<file path="config.mk">
export PLATFORM = sky130hd
export DESIGN_NAME = lcb_rx_framer
export DESIGN_NICKNAME = d
export VERILOG_FILES = /design/src/rtl/lcb_rx_pkg.sv /design/src/rtl/lcb_rx_gap_timer.sv /design/src/rtl/lcb_rx_framer.sv
export SDC_FILE = /design/constraint.sdc
export NUM_CORES = 1
export LEC_CHECK = 0
export BUFFER_PORTS_ARGS = -buffer_cell sky130_fd_sc_hd__buf_2
export CAP_MARGIN = 25
export CORE_ASPECT_RATIO = 0.5
export CORE_MARGIN = 4
export CORE_UTILIZATION = 40
export DETAILED_ROUTE_END_ITERATION = 16
export PLACE_DENSITY = 0.66
export RECOVER_POWER = 100
export SLEW_MARGIN = 20
export SYNTH_ARGS = -nofsm -noshare
export SYNTH_HDL_FRONTEND = slang
export SYNTH_SLANG_ARGS = --single-unit
</file>
<file path="constraint.sdc">
create_clock -name clk -period 3.5 [get_ports clk]
set_clock_uncertainty 0.1 [all_clocks]
set_input_delay 0.35 -clock clk [delete_from_list [all_inputs] [get_ports clk]]
set_output_delay 0.35 -clock clk [all_outputs]
set_load 0.02 [all_outputs]
</file>
<file path="src/rtl/lcb_rx_pkg.sv">
`default_nettype none
// ============================================================================
// Module      : lcb_rx_pkg
// Description : Shared widths, default sync marker and state encoding for the
//               LCB receive framer.
// Revision    : 1.0 - initial release
// ============================================================================
package lcb_rx_pkg;

    localparam int c_byte_w  = 8;
    localparam int c_idx_w   = 5;
    localparam int c_rq_w    = 5;
    localparam int c_state_w = 2;

    localparam logic [c_byte_w-1:0] c_sync_byte_dflt = 8'hA5;

    typedef logic [c_state_w-1:0] state_t;

    localparam state_t c_st_idle    = 2'd0;
    localparam state_t c_st_payload = 2'd1;
    localparam state_t c_st_check   = 2'd2;
    localparam state_t c_st_drain   = 2'd3;

endpackage
`default_nettype wire

</file>
<file path="src/rtl/lcb_rx_gap_timer.sv">
`default_nettype none
// ============================================================================
// Module      : lcb_rx_gap_timer
// Description : Inter-byte gap watchdog. Counts enabled cycles since the last
//               restart and flags the cycle in which GAP_CYCLES is reached.
// Revision    : 1.0 - initial release
// ============================================================================
module lcb_rx_gap_timer #(
    parameter int GAP_CYCLES = 400
) (
    input  logic clk,
    input  logic reset,
    input  logic i_restart,
    input  logic i_enable,
    output logic o_expire
);

    localparam int                 c_cnt_w = $clog2(GAP_CYCLES);
    localparam logic [c_cnt_w-1:0] c_last  = c_cnt_w'(GAP_CYCLES - 1);

    logic [c_cnt_w-1:0] r_cnt;

    // Cycle counter: cleared on restart, parks at its terminal value.
    always_ff @(posedge clk or negedge reset) begin
        if (!reset) begin
            r_cnt <= '0;
        end else if (i_restart) begin
            r_cnt <= '0;
        end else if (i_enable && (r_cnt != c_last)) begin
            r_cnt <= r_cnt + c_cnt_w'(1);
        end
    end

    // Expiry is the cycle whose closing edge would complete GAP_CYCLES idle cycles.
    assign o_expire = i_enable && (r_cnt == c_last);

endmodule
`default_nettype wire

</file>
<file path="src/rtl/lcb_rx_framer.sv">
`default_nettype none
// ============================================================================
// Module      : lcb_rx_framer
// Description : Hunts for the sync byte in the UART byte stream, buffers a
//               fixed-length payload, validates it and drains verified bytes
//               downstream tagged with the request number latched at sync.
//               Build option LCB_RX_CHKSUM_EN adds a trailing checksum byte
//               that must bring the modulo-256 payload sum to zero.
// Revision    : 1.0 - initial release
// ============================================================================
module lcb_rx_framer
    import lcb_rx_pkg::*;
#(
    parameter logic [c_byte_w-1:0] SYNC_BYTE     = c_sync_byte_dflt,
    parameter int                  PAYLOAD_BYTES = 12,
    parameter int                  GAP_CYCLES    = 400
) (
    input  logic                clk,
    input  logic                reset,
    input  logic [c_byte_w-1:0] iData,
    input  logic                iValid,
    input  logic [c_rq_w-1:0]   iRqNum,
    output logic [c_byte_w-1:0] oData,
    output logic [c_idx_w-1:0]  oIndex,
    output logic [c_rq_w-1:0]   oRqNum,
    output logic                oValid,
    input  logic                iReady,
    output logic                oBusy,
    output logic                oPktDone,
    output logic                oErr,
    output logic [7:0]          oErrCnt
);

    localparam int                 c_buf_aw   = (PAYLOAD_BYTES > 1) ? $clog2(PAYLOAD_BYTES) : 1;
    localparam logic [c_idx_w-1:0] c_last_idx = c_idx_w'(PAYLOAD_BYTES - 1);

    state_t              r_state;
    state_t              w_state_nxt;
    logic [c_idx_w-1:0]  r_idx;
    logic [c_rq_w-1:0]   r_rq;
    logic                r_pkt_done;
    logic                r_err;
    logic [7:0]          r_err_cnt;
    logic [c_byte_w-1:0] r_buf [PAYLOAD_BYTES];

    logic w_sync;
    logic w_store;
    logic w_xfer;
    logic w_last;
    logic w_err_evt;
    logic w_done;
    logic w_timer_en;
    logic w_timer_restart;
    logic w_expire;

`ifdef LCB_RX_CHKSUM_EN
    logic [c_byte_w-1:0] r_sum;
    logic [c_byte_w-1:0] w_sum_nxt;

    assign w_sum_nxt = r_sum + iData;
`endif

    // One index serves as the write pointer while filling and the read pointer while draining.
    assign w_last = (r_idx == c_last_idx);
    assign w_xfer = (r_state == c_st_drain) && iReady;

    // The timer only runs between bytes of a packet; any incoming byte restarts it.
    assign w_timer_en      = (r_state == c_st_payload) || (r_state == c_st_check);
    assign w_timer_restart = iValid || !w_timer_en;

    lcb_rx_gap_timer #(
        .GAP_CYCLES (GAP_CYCLES)
    ) u_gap_timer (
        .clk       (clk),
        .reset     (reset),
        .i_restart (w_timer_restart),
        .i_enable  (w_timer_en),
        .o_expire  (w_expire)
    );

    // State register.
    always_ff @(posedge clk or negedge reset) begin
        if (!reset) begin
            r_state <= c_st_idle;
        end else begin
            r_state <= w_state_nxt;
        end
    end

    // Next-state decode and per-cycle control strobes; a byte in the expiry cycle beats the timeout.
    always_comb begin
        w_state_nxt = r_state;
        w_sync      = 1'b0;
        w_store     = 1'b0;
        w_err_evt   = 1'b0;
        w_done      = 1'b0;
        case (r_state)
            c_st_idle: begin
                if (iValid && (iData == SYNC_BYTE)) begin
                    w_sync      = 1'b1;
                    w_state_nxt = c_st_payload;
                end
            end
            c_st_payload: begin
                if (iValid) begin
                    w_store = 1'b1;
                    if (w_last) begin
`ifdef LCB_RX_CHKSUM_EN
                        w_state_nxt = c_st_check;
`else
                        w_state_nxt = c_st_drain;
`endif
                    end
                end else if (w_expire) begin
                    w_err_evt   = 1'b1;
                    w_state_nxt = c_st_idle;
                end
            end
`ifdef LCB_RX_CHKSUM_EN
            c_st_check: begin
                if (iValid) begin
                    if (w_sum_nxt == '0) begin
                        w_state_nxt = c_st_drain;
                    end else begin
                        w_err_evt   = 1'b1;
                        w_state_nxt = c_st_idle;
                    end
                end else if (w_expire) begin
                    w_err_evt   = 1'b1;
                    w_state_nxt = c_st_idle;
                end
            end
`endif
            c_st_drain: begin
                // Bytes arriving while draining are lost; flag them as overrun.
                if (iValid) begin
                    w_err_evt = 1'b1;
                end
                if (w_xfer && w_last) begin
                    w_done      = 1'b1;
                    w_state_nxt = c_st_idle;
                end
            end
            default: begin
                w_state_nxt = c_st_idle;
            end
        endcase
    end

    // Index, request tag, status pulses and saturating error counter.
    always_ff @(posedge clk or negedge reset) begin
        if (!reset) begin
            r_idx      <= '0;
            r_rq       <= '0;
            r_pkt_done <= 1'b0;
            r_err      <= 1'b0;
            r_err_cnt  <= '0;
        end else begin
            r_pkt_done <= w_done;
            r_err      <= w_err_evt;
            if (w_err_evt && (r_err_cnt != 8'hFF)) begin
                r_err_cnt <= r_err_cnt + 8'd1;
            end
            if (w_sync) begin
                r_rq  <= iRqNum;
                r_idx <= '0;
            end else if (w_store || w_xfer) begin
                r_idx <= w_last ? '0 : r_idx + c_idx_w'(1);
            end else if (w_state_nxt == c_st_idle) begin
                r_idx <= '0;
            end
        end
    end

`ifdef LCB_RX_CHKSUM_EN
    // Running modulo-256 payload sum, cleared at sync.
    always_ff @(posedge clk or negedge reset) begin
        if (!reset) begin
            r_sum <= '0;
        end else if (w_sync) begin
            r_sum <= '0;
        end else if (w_store) begin
            r_sum <= w_sum_nxt;
        end
    end
`endif

    // Payload buffer; contents need no reset since they are only read while draining.
    always_ff @(posedge clk) begin
        if (w_store) begin
            r_buf[r_idx[c_buf_aw-1:0]] <= iData;
        end
    end

    assign oValid   = (r_state == c_st_drain);
    assign oBusy    = (r_state != c_st_idle);
    assign oData    = oValid ? r_buf[r_idx[c_buf_aw-1:0]] : '0;
    assign oIndex   = r_idx;
    assign oRqNum   = r_rq;
    assign oPktDone = r_pkt_done;
    assign oErr     = r_err;
    assign oErrCnt  = r_err_cnt;

endmodule
`default_nettype wire

</file>
## Yosys cells after proc, flatten, opt, wreduce, memory -nomap -nowiden

Memory sizes are Yosys's and may differ from the RTL's.
Index checks and enable logic that the tools add are counted.

- Flip-flop bits (word level): 31
- Bits in writable memories: 96
- Input port bits: 17
- Output and inout bits: 30
- Logic and storage cells: 58
- Memories kept: 1

Memory list:

| memory | words | width | rd ports | clocked after Yosys merged registers in | write ports | RTL line | RTL |
|---|---|---|---|---|---|---|---|
| r_buf | 12 | 8 | 1 | 0 | 1 | lcb_rx_framer.sv:44 | `logic [c_byte_w-1:0] r_buf [PAYLOAD_BYTES];` |

- Add/sub/neg operators: 3
- Eq/ne operators: 8
- Mux-type cells: 24
- Reduce and logical (&&, ||, !) cells: 15

Operators with widths:

| cell | number |
|---|---|
| 5-bit two-way mux | 4 |
| 9-bit two-way mux | 2 |
| 1-bit two-way mux | 10 |
| 2-bit two-way mux | 5 |
| 9-bit by 1-bit adder with 9-bit output (second input constant) | 1 |
| 9-bit == test (second input constant) | 1 |
| 9-bit != test (second input constant) | 1 |
| 8-bit by 1-bit adder with 8-bit output (second input constant) | 1 |
| 8-bit == test (second input constant) | 1 |
| 8-bit two-way mux | 1 |
| 8-bit != test (second input constant) | 1 |
| 1-bit logical AND | 6 |
| 2-bit one-hot mux with 3 select lines | 1 |
| 5-bit by 1-bit adder with 5-bit output (second input constant) | 1 |
| 5-bit by 4-bit == test with 1-bit output (second input constant) | 1 |
| 2-bit == test (second input constant) | 2 |
| 2-bit zero test | 2 |
| 2-bit nonzero test | 2 |
| 1-bit logical OR | 3 |
| 3-bit nonzero test | 1 |
| 2-bit by 1-bit == test with 1-bit output (second input constant) | 1 |
| 1-bit one-hot mux with 2 select lines | 1 |
| 1-bit zero test | 1 |

## Logic depth before layout (Yosys ltp)

Gate-level depths: netlist of run 1.

- Word-level depth: 10
- Gate-level depth with buffers: 8
- Depth with buffers taken out: 7

## By module

A second synthesis of run 1 with hierarchy kept.

- Cells, all modules: 346
- Area total of the unflattened synthesis: 5630.4 µm²

By module, submodules not included:

| module | instances | cells each | area each (µm²) | sequential area each (µm²) |
|---|---|---|---|---|
| lcb_rx_framer | 1 | 289 | 5082.4 | 3433.3 |
| lcb_rx_gap_timer | 1 | 57 | 548.0 | 225.2 |

## Worst setup path before layout of run 1

Ideal clock, no wire load.

- Path type: register to output
- Start point: register r_idx[1], in the netlist oIndex[1]
- End point: output oData[0]
- Arrival: 1983 ps
- Required time: 3050 ps
- Setup slack: 1067 ps
- Stages on the path, launching flop included: 6
- Buffers on the path: 2
- Path through: dfrtp_1 > buf_2 > clkbuf_1 > mux4_2 > nand2_1 > a311oi_1

- Cells in the longest elaborated chain, start to end: 2

Ends and longest elaborated chain:

| item | RTL line | RTL |
|---|---|---|
| from (decl) | lcb_rx_framer.sv:39 | `logic [c_idx_w-1:0] r_idx;` |
| from (signal assigned) | lcb_rx_framer.sv:168 | `r_idx <= w_last ? '0 : r_idx + c_idx_w'(1);` |
| memory 12 x 8 bit | n/a |  |
| 8-bit two-way mux | lcb_rx_framer.sv:197 | `assign oData = oValid ? r_buf[r_idx[c_buf_aw-1:0]] : '0;` |
| to (decl) | lcb_rx_framer.sv:23 | `output logic [c_byte_w-1:0] oData,` |

Every way passes these cells.

## Worst setup path in the final report of run 1

- Start point: register r_idx[3], in the netlist oIndex[3]
- End point: output oData[3]

The elaborated chain is that of the path after synthesis.

==> run summary, run 1 <==
status = finished with violations
failing checks = capacitance limit, slew limit
Slew Limit Fails = 32
Yosys reg bits = 127
Inserted Diodes = 0
Slew HR = -0.104
Die Area = 15600 µm²
clock-pin slew on the worst setup and hold paths = 60 ps
unrepaired setup endpoints after global routing = no
synth cell count leaders = edfxtp_1, dfrtp_1, nand2_1
Power Density = 586 nW/µm²
Hold Path Class = in2reg
VDD IR max = 0.354 mV
Worst Max-Slew Pin Slew = 1660 ps
initial antenna violation count = 0
synth unique cells = 45
required time of the critical path = 3050 ps
cell accounting for the most synthesized area = edfxtp_1
Post-Synthesis Cells = 336
Async SR Flop Fraction = 0.244
Worst setup EP type = output port
Avg Cell Area, Syn = 16.1 µm²
WS Path Type = reg2out
synth top area cells = edfxtp_1, dfrtp_1, mux4_2, ha_1, nand2_1
syn nets = 363
Routed Wire Length = 11000 µm
layout cells sized above 1 = 0.189
worst path arrival time = 2240 ps
Num Clock Sinks = 127
vias = 3041
setup TNS = 0 ps
Synth Flop Type = edfxtp_1
initial core utilization = 0.418
yosys warns = 0
Fin. Hold Viols = 0
placed instance count = 544
pin count of the biggest net entering global routing = 32
number of enable flip-flop cells after synthesis = 96
Worst path max stage delay = 560 ps
share of the synthesized area in the top cell type = 0.533
endpoints failing setup = 0
Final Critical Period = 2690 ps
Max H-tree Level = 4
Cell Area, Synth = 5410 µm²
CP max stage cell = a311oi_1
Initial DRC Count = 179
leak pwr = 2.21 nW
final RePlAce weighted congestion = 0.771
total core area = 13000 µm²
Vias per Instance = 5.27
total CTS buffers = 17
CP Cell Sequence = clkinv_1, a311oi_1, clkbuf_1
crit share post-route = 0.768
number of global-route vias before repair = 3122
DR WL/cell = 19.0 µm
max_cap viols = 1
GRT Total Usage = 0.147
DP Wirelength = 6970 µm
antenna viol nets, final = 0
critical-path maximum fanout = 19
most frequent cell after synthesis = edfxtp_1
maximum clock path buffer count = 2
Rows = 29
buffers added on ports = 46
Layout area overhead = 16.9%
fmax = 0.372 GHz
die span in x = 173 µm
Die Ht = 90.3 µm
first-pass GRT wire length = 17600 µm
Clock Latency Late Sink = 410 ps
# Post-CTS Setup Buffers = 0
post-synthesis sequential area ratio = 0.676
Ports = 47
DR pass1 iterations = 4
CTS root buf = clkbuf_16
Nets = 421
crit start category = flip-flop
remaining global-route overflow = 0
Finished Layout Cells = 577
DRC Markers = 0
TritonCTS clock tree = yes
==> flip-flops by register name, summed over array words and instances (netlist names) <==
register	cells
r_buf	96
u_gap_timer.r_cnt	9
oErrCnt	8
oIndex	5
oRqNum	5
r_state	2
oErr	1
oPktDone	1
==> kinds of logic (layout without fill, tap and decap cells) <==
group,after synthesis,in the layout,share of synthesized area
DFF,127,127,0.676
and+or+nand+nor,100,100,0.0969
muxes,32,32,0.116
AOI/OAI and AO/OA,31,31,0.0467
buffers and inverters,22,93,0.0187
xor gates and xnor gates,14,14,0.0227
adders and majority gates,10,10,0.0231
==> routing by layer <==
layer / vias up / track usage / wire [µm]
met1: 1551 / 0.195 / 5060
li1: 1418 / - / -
met4: 0 / 0.0664 / 105
met3: 8 / 0.0343 / 469
met2: 64 / 0.233 / 5340
met5: - / 0 / 0
==> critical path, delay by kind of cell (launching register included) <==
family | cells | cell delay, ps
buffers and inverters | 2 | 830
AOI/OAI and AO/OA | 1 | 560
DFF | 1 | 440
==> timing repair <==
item	4_1_cts	5_1_grt
gates resized for setup	0	0
setup endpoints to repair	0	0
hold endpoints to repair	31	0
hold buffers	1	0
==> stage by stage <==
stage	setup slack [ps]	util	hold WS, ps	instance area [µm²]	power [W]
after floorplan	1070	-	-45.6	5410	0.00199
after global placement	1170	0.450	339	5820	0.00208
after detailed placement	1090	0.450	340	5820	0.00209
after CTS	757	0.494	53.7	6400	0.00375
after global routing	547	0.488	53.9	6320	0.00384
final	813	0.488	68.4	6320	0.00370
==> final timing paths <==
check	start	to	slack [ps]	cells past startpoint
worst max register to register	oIndex[3]	r_buf[8][0]	890	3
max in group asynchronous	reset	oIndex[0]	1410	2
worst min register to register	oErrCnt[7]	oErrCnt[7]	400	1
worst max-delay path	oIndex[3]	oData[3]	810	3
worst min-delay path	iRqNum[2]	oRqNum[2]	70	2
min in group asynchronous	reset	oRqNum[1]	810	2
==> area by class of cell <==
type,count,area (µm²)
clock inverters,14,134
multi-input cells,187,1630
well taps,170,213
clock buffers,18,429
repair buffers,51,221
flip-flops and latches,127,3660
fillers,1080,6630
inverters,10,37.5
==> report_power, final <==
| part | leakage [nW] | internal, W | switching (W) | total [W] |
|---|---|---|---|---|
| Clock | 0.267 | 0.000988 | 0.000678 | 0.00167 |
| Sequential | 1.29 | 0.00165 | 0.0000172 | 0.00167 |
| Combinational | 0.653 | 0.000162 | 0.000203 | 0.000366 |
| Total | 2.21 | 0.00280 | 0.000899 | 0.00370 |
==> cell usage in the layout (no fill, tap or decap), drive strengths merged, types with 2 or more instances in the layout <==
| master | instances |
|---|---|
| a21oi | 6 |
| buf | 13 |
| ha | 10 |
| xor2 | 6 |
| inv | 14 |
| and3 | 5 |
| mux4 | 24 |
| clkinv | 6 |
| clkbuf | 55 |
| mux2i | 2 |
| nor3 | 4 |
| xnor2 | 8 |
| edfxtp | 96 |
| o21ai | 7 |
| nand3 | 8 |
| nand2 | 27 |
| nor2 | 21 |
| and4bb | 2 |
| and4 | 2 |
| a311oi | 8 |
| mux2 | 6 |
| nand4bb | 2 |
| nand2b | 2 |
| a31oi | 2 |
| and2 | 14 |
| dfrtp | 31 |
| nand4 | 6 |
| clkinvlp | 3 |
| o21a | 2 |
(Power assumes the default switching activity.)
==> run 2, diff against run 1 <==
--- a/config.mk
+++ b/config.mk
@@ -5,6 +5,7 @@
 export SDC_FILE = /design/constraint.sdc
 export NUM_CORES = 1
 export LEC_CHECK = 0
+export ABC_AREA = 1
 export BUFFER_PORTS_ARGS = -buffer_cell sky130_fd_sc_hd__buf_2
 export CAP_MARGIN = 25
 export CORE_ASPECT_RATIO = 0.5
==> constraint.sdc (replaced) <==
create_clock -name clk -period 2.6 [get_ports clk]
set_clock_uncertainty 0.1 [all_clocks]
set_input_delay 0.26 -clock clk [delete_from_list [all_inputs] [get_ports clk]]
set_output_delay 0.26 -clock clk [all_outputs]
set_load 0.02 [all_outputs]
==> run summary, run 2 <==
register area = 3660 µm² (about the same)
Inserted Diodes = 0 (unchanged)
fill cell count = 1268 (+17%)
crit share post-route = 0.925
Hold Path Class = in2reg
WS Path Type = reg2out
capture point of the worst reg-to-reg path = oIndex[3]
Num Clock Sinks = 127 (unchanged)
flop2flop setup slack = 300 ps (-590 ps)
Final Critical Period = 2400 ps
Async SR Flop Fraction = 0.244 (unchanged)
TritonCTS clock tree = yes
Power Density = 764 nW/µm² (+30%)
yosys warns = 0 (unchanged)
most frequent cell after synthesis = edfxtp_1
share of the synthesized area in the top cell type = 0.516 (-0.0161)
most frequent cells in the layout = edfxtp_1, nand2_1, nor2_1
unrepaired setup endpoints after global routing = no
Yosys reg bits = 127 (unchanged)
worst path arrival time = 2040 ps (-200 ps)
Synth Flop Type = edfxtp_1
fmax = 0.416 GHz
CP max stage cell = buf_4
max FFs per register = 96 (unchanged)
synth unique cells = 35 (-22%)
total CTS buffers = 17 (unchanged)
Max H-tree Level = 4 (unchanged)
Clock Latency Late Sink = 410 ps (about the same)
Slew HR = -0.122 (-0.0178)
Routed Wire Length = 12700 µm (+15%)
post-synthesis sequential area ratio = 0.655 (-0.0205)
DR WL/cell = 16.2 µm (-15%)
Initial DRC Count = 293 (+64%)
number of global-route vias before repair = 3881 (+24%)
Nets = 602 (+43%)
# Post-CTS Setup Buffers = 0 (unchanged)
total core area = 13600 µm² (+4.9%)
Hold Path Origin = iValid
Ports = 47 (unchanged)
CTS root buf = clkbuf_16
endpoints failing setup = 0 (unchanged)
Worst path most repeated cell = nand2_1
final std cell area, no fill = 6630 µm² (+4.8%)
maximum clock path buffer count = 2 (unchanged)
Die Ht = 91.5 µm (+1.4%)
vias = 3913 (+29%)
cell accounting for the most synthesized area = edfxtp_1
Multi-input gate area = 1620 µm² (-0.61%)
initial antenna violation count = 0 (unchanged)
Slew Limit Fails = 32 (unchanged)
layout cells sized above 1 = 0.124 (-0.0650)
synth top area cells = edfxtp_1, dfrtp_1, nand2_1, nor2_1, o21ai_0
leak pwr = 2.66 nW (+20%)
VDD IR max = 0.484 mV (+37%)
required time of the critical path = 2240 ps (-810 ps)
critical-path maximum fanout = 43 (+24)
clock-pin slew on the worst setup and hold paths = 50 ps (about the same)
GRT Total Usage = 0.163 (+0.0163)
R2R depth = 12 (+9)
placed instance area = 6160 µm² (+5.8%)
Fin. Hold Viols = 0 (unchanged)
DP Wirelength = 8410 µm (+21%)
number of enable flip-flop cells after synthesis = 96 (unchanged)
status = finished with violations
pin count of the biggest net entering global routing = 44 (+38%)
Worst Max-Slew Pin Slew = 1680 ps (+26.8 ps)
Rows = 30 (+3.4%)
final RePlAce weighted congestion = 0.836 (+8.4%)
first-pass GRT wire length = 20300 µm (+15%)
Avg Cell Area, Syn = 11.3 µm² (-30%)
CP Cell Sequence = buf_4, o21ai_0, o22ai_1, nand2_1, nand3_1, nand2_1, inv_1, clkbuf_2
antenna viol nets, final = 0 (unchanged)
DR pass1 iterations = 5 (+1)
initial core utilization = 0.411 (-0.00708)
worst hold stages = 3 (+1)
Layout area overhead = 18.8%
die span in x = 175 µm (+1.5%)
Hold EP = oErr
Worst setup EP type = output port
crit start category = flip-flop
DRC Markers = 0 (unchanged)
Post-Synthesis Cells = 496 (+48%)
Vias per Instance = 5.02 (-4.8%)
RR Startpoint = oIndex[1]
commonest non-fill, non-tap cell in the layout = edfxtp_1
Cell Area, Synth = 5580 µm² (+3.1%)
max_cap viols = 1 (unchanged)
syn nets = 523 (+44%)
Die Area = 16000 µm² (+2.9%)
synth cell count leaders = edfxtp_1, nand2_1, nor2_1
failing checks = capacitance limit, slew limit
setup TNS = 0 ps (unchanged)
remaining global-route overflow = 0 (unchanged)
buffers added on ports = 46 (unchanged)
Worst path max stage delay = 390 ps (-170 ps)
run 2: cell count changes after synthesis, sizes merged, moves of 22 or more:
cell,change
nor2,+57
nand2,+54
inv,+28
o22ai,+23
mux4,-24
o21ai,+47
nand3,+22
run 2: worst max path at each step:
stage	start	to	slack, ps	cells after the start
after floorplan	oIndex[0]	r_buf[10][0]	600	6
after global placement	oIndex[1]	oData[1]	590	9
after detailed placement	r_state[1]	r_buf[11][6]	580	7
after CTS	oIndex[1]	oData[1]	140	9
after global routing	oIndex[2]	oData[5]	50	7
final	oIndex[0]	oData[0]	200	8
run 2: kinds of logic (layout without fill, tap and decap cells):
family	Yosys count	in the layout	synth area share
AND/OR/NAND/NOR	201	201	0.166
buffers and inverters	55	147	0.0406
AO/OA/AOI/OAI	86	86	0.0827
adder cells (fa/ha/maj)	10	10	0.0224
flip-flops	127	127	0.655
XOR/XNOR	11	11	0.0200
multiplexers	6	6	0.0128
run 2: timing repair:
item	4_1_cts	5_1_grt
resized for setup	0	1
hold endpoints to repair	36	0
endpoints found under the setup margin	0	2
hold buffers	6	0
run 2: report_power, final:
| group | total [W] | internal (W) | switching [W] |
|---|---|---|---|
| sequential | 0.00225 | 0.00223 | 0.0000238 |
| clock | 0.00231 | 0.00142 | 0.000893 |
| combinational | 0.000501 | 0.000153 | 0.000348 |
run 2: cell type report:
class	instances	area share
Inverter	37	0.0215
Clock inverter	15	0.0240
Tap cell	192	0.0362
Timing Repair Buffer	78	0.0579
Sequential cell	127	0.552
Multi-Input combinational cell	314	0.244
Clock buffer	17	0.0642
run 2: critical path: cells and delay by family, from the launching register on:
| kind | cells | cell delay (ps) |
|---|---|---|
| AOI/OAI and AO/OA | 2 | 340 |
| and+or+nand+nor | 3 | 320 |
| DFF | 1 | 370 |
| buffers and inverters | 3 | 610 |
run 2: per-stage QoR:
| stage | std cells | util | hold WS (ps) | power (W) | setup slack [ps] |
|---|---|---|---|---|---|
| after floorplan | 496 | - | -136 | 0.00264 | 605 |
| after global placement | 742 | 0.453 | 247 | 0.00280 | 591 |
| after detailed placement | 742 | 0.453 | 258 | 0.00281 | 577 |
| after CTS | 780 | 0.501 | 88.4 | 0.00512 | 141 |
| after global routing | 780 | 0.488 | 89.4 | 0.00527 | 46.7 |
| final | 780 | 0.488 | 85.8 | 0.00506 | 196 |
run 2: layer usage:
metal,share of wire,GRT usage
met1,0.45,0.220
met2,0.47,0.255
met3,0.067,0.0416
met4,0.015,0.0634
met5,0,0
==> run 3, diff against run 2 <==
--- a/config.mk
+++ b/config.mk
@@ -17,4 +17,5 @@
 export SLEW_MARGIN = 20
 export SYNTH_ARGS = -nofsm -noshare
 export SYNTH_HDL_FRONTEND = slang
+export SYNTH_HIERARCHICAL = 1
 export SYNTH_SLANG_ARGS = --single-unit
==> constraint.sdc (replaced) <==
create_clock -name clk -period 3.05 [get_ports clk]
set_clock_uncertainty 0.1 [all_clocks]
set_input_delay 0.305 -clock clk [delete_from_list [all_inputs] [get_ports clk]]
set_output_delay 0.305 -clock clk [all_outputs]
set_load 0.02 [all_outputs]
==> run summary, run 3 <==
status = finished with violations
failing checks = capacitance limit, slew limit
most frequent cells in the layout = nand2_1, edfxtp_1, nor2_1
Cell Area, Synth = 5720 µm² (+2.5%)
Vias per Instance = 5.05 (+0.65%)
buffers added on ports = 46 (unchanged)
initial antenna violation count = 0 (unchanged)
Clock Latency Late Sink = 410 ps (about the same)
Max H-tree Level = 4 (unchanged)
Final Critical Period = 2840 ps
synth unique cells = 31 (-11%)
antenna viol nets, final = 0 (unchanged)
Yosys reg bits = 127 (unchanged)
Worst setup EP type = output port
first-pass GRT wire length = 21300 µm (+5.0%)
Num Clock Sinks = 127 (unchanged)
DR WL/cell = 16.1 µm (-0.91%)
DP Wirelength = 8540 µm (+1.6%)
# Post-CTS Setup Buffers = 0 (unchanged)
met3 Resource Use GR = 0.0449 (+0.00326)
remaining global-route overflow = 0 (unchanged)
total CTS buffers = 17 (unchanged)
Ports = 47 (unchanged)
Post-Synthesis Cells = 559 (+13%)
fill cell count = 1280 (+0.95%)
Slew Limit Fails = 32 (unchanged)
TritonCTS clock tree = yes
initial core utilization = 0.415 (+0.00467)
Initial DRC Count = 335 (+14%)
syn nets = 586 (+12%)
placed instance count = 792 (+6.7%)
post-layout util = 0.490 (+0.00180)
Die Ht = 92.6 µm (+1.1%)
number of global-route vias before repair = 4061 (+4.6%)
number of enable flip-flop cells after synthesis = 96 (unchanged)
DR pass1 iterations = 5 (unchanged)
GR Layer Usage met1 = 0.220 (-0.000672)
GRT Max-Usage Layer = met2
synth cell count leaders = nand2_1, edfxtp_1, nor2_1
yosys warns = 6 (+6)
CTS root buf = clkbuf_16
Routed Wire Length = 13300 µm (+5.3%)
Placement Setup Slack = 705 ps (+128 ps)
Avg Cell Area, Syn = 10.2 µm² (-9.0%)
Nets = 652 (+8.3%)
Inserted Diodes = 0 (unchanged)
GRT Total Usage = 0.168 (+0.00433)
DRC Markers = 0 (unchanged)
Final WS setup = 215 ps (+18.7 ps)
Synth Flop Type = edfxtp_1
clock-pin slew on the worst setup and hold paths = 60 ps (about the same)
crit start category = flip-flop
Power Density = 634 nW/µm² (-17%)
die span in x = 177 µm (+1.2%)
total core area = 13800 µm² (+1.4%)
share of the synthesized area in the top cell type = 0.504 (-0.0128)
flop2flop setup slack = 550 ps (+250 ps)
Rows = 30 (unchanged)
pin count of the biggest net entering global routing = 44 (unchanged)
Finished Layout Cells = 829 (+6.3%)
setup TNS = 0 ps (unchanged)
fmax = 0.353 GHz
maximum clock path buffer count = 2 (unchanged)
cell accounting for the most synthesized area = edfxtp_1
Worst Max-Slew Pin Slew = 1690 ps (+7.19 ps)
Layout area overhead = 17.9%
final std cell area, no fill = 6750 µm² (+1.8%)
endpoints failing setup = 0 (unchanged)
critical-path maximum fanout = 37 (-14%)
final RePlAce weighted congestion = 0.840 (+0.45%)
Fin. Hold Viols = 0 (unchanged)
leak pwr = 2.74 nW (+3.1%)
synth top area cells = edfxtp_1, dfrtp_1, nand2_1, nor2_1, nand3_1
crit share post-route = 0.930
unrepaired setup endpoints after global routing = no
Slew HR = -0.127 (-0.00479)
VDD IR max = 0.434 mV (-10%)
placed instance area = 6220 µm² (+0.98%)
max_cap viols = 1 (unchanged)
vias = 4186 (+7.0%)
layout cells sized above 1 = 0.0973 (-0.0268)
worst path arrival time = 2430 ps (+390 ps)
most frequent cell after synthesis = nand2_1
max FFs per register = 96 (unchanged)
commonest non-fill, non-tap cell in the layout = nand2_1
Die Area = 16400 µm² (+2.4%)
WS Path Type = reg2out
required time of the critical path = 2640 ps (+400 ps)
met2 Resource Use GR = 0.274 (+0.0187)
Async SR Flop Fraction = 0.244 (unchanged)
Hold Path Class = in2reg
post-synthesis sequential area ratio = 0.639 (-0.0162)
run 3: cell types whose count changed after synthesis, moves of 7 or more:
cell / previous run / this run
inv_2: 2 / 10
o21ai_1: 2 / 25
buf_2: 9 / 16
nand3_1: 27 / 38
o21ai_0: 52 / 28
nor2_1: 72 / 81
nand2_1: 72 / 128
run 3: cell families (layout without fill, tap and decap cells):
group                    after synthesis  in the layout  synth area share
AO/OA/AOI/OAI                         81             81            0.0765
XOR/XNOR                               7              7            0.0107
adder cells (fa/ha/maj)               10             10            0.0219
buffers and inverters                 67            145            0.0485
flip-flops                           127            127             0.639
AND/OR/NAND/NOR                      267            267             0.203
run 3: per-layer routing:
layer	share of wire	up-vias
met3	0.063	15
met1	0.45	2019
met4	0.013	0
met2	0.48	117
li1	-	2035
met5	0	-
run 3: per-stage QoR:
stage	power, W	hold WS, ps
after detailed placement	0.00237	305
final	0.00428	117
after global routing	0.00444	128
after CTS	0.00431	143
after floorplan	0.00224	-90.6
after global placement	0.00236	301
run 3: path summary, 6_finish.rpt:
check,startpoint,end,cells after the start
worst max-delay path,oIndex[0],oData[2],9
worst min-delay path,iValid,oErr,3
worst max register to register,r_state[0],oErrCnt[6],11
worst min register to register,oRqNum[1],oRqNum[1],2
max in group asynchronous,reset,u_gap_timer/r_cnt[4],2
min in group asynchronous,reset,oIndex[0],2
run 3: repair_timing:
item,in CTS,in global routing
endpoints found under the hold margin,36,0
hold buffers,6,0
resized for setup,0,0
run 3: critical path: stages, from the launching register on:
cell and delay (ps):
dfrtp_1 510, inv_2 290, buf_12 240, o21ai_0 130, o22ai_1 250, nand2_1 80
nand3_1 120, nand2_1 60, inv_1 70, clkbuf_1 230
run 3: where the power goes:
| group | internal (W) | switching, W |
|---|---|---|
| logic | 0.000123 | 0.000298 |
| registers | 0.00189 | 0.0000171 |
| clock network | 0.00120 | 0.000749 |
run 3: cell type report:
class | count | area, µm² | share of cell area
multi-input combinational | 365 | 1770 | 0.262
clock buffer | 19 | 433 | 0.0642
timing repair buffer | 67 | 330 | 0.0490
clock inverter | 12 | 138 | 0.0204
sequential | 127 | 3660 | 0.542
inverter | 47 | 178 | 0.0263
tap | 192 | 240 | 0.0356
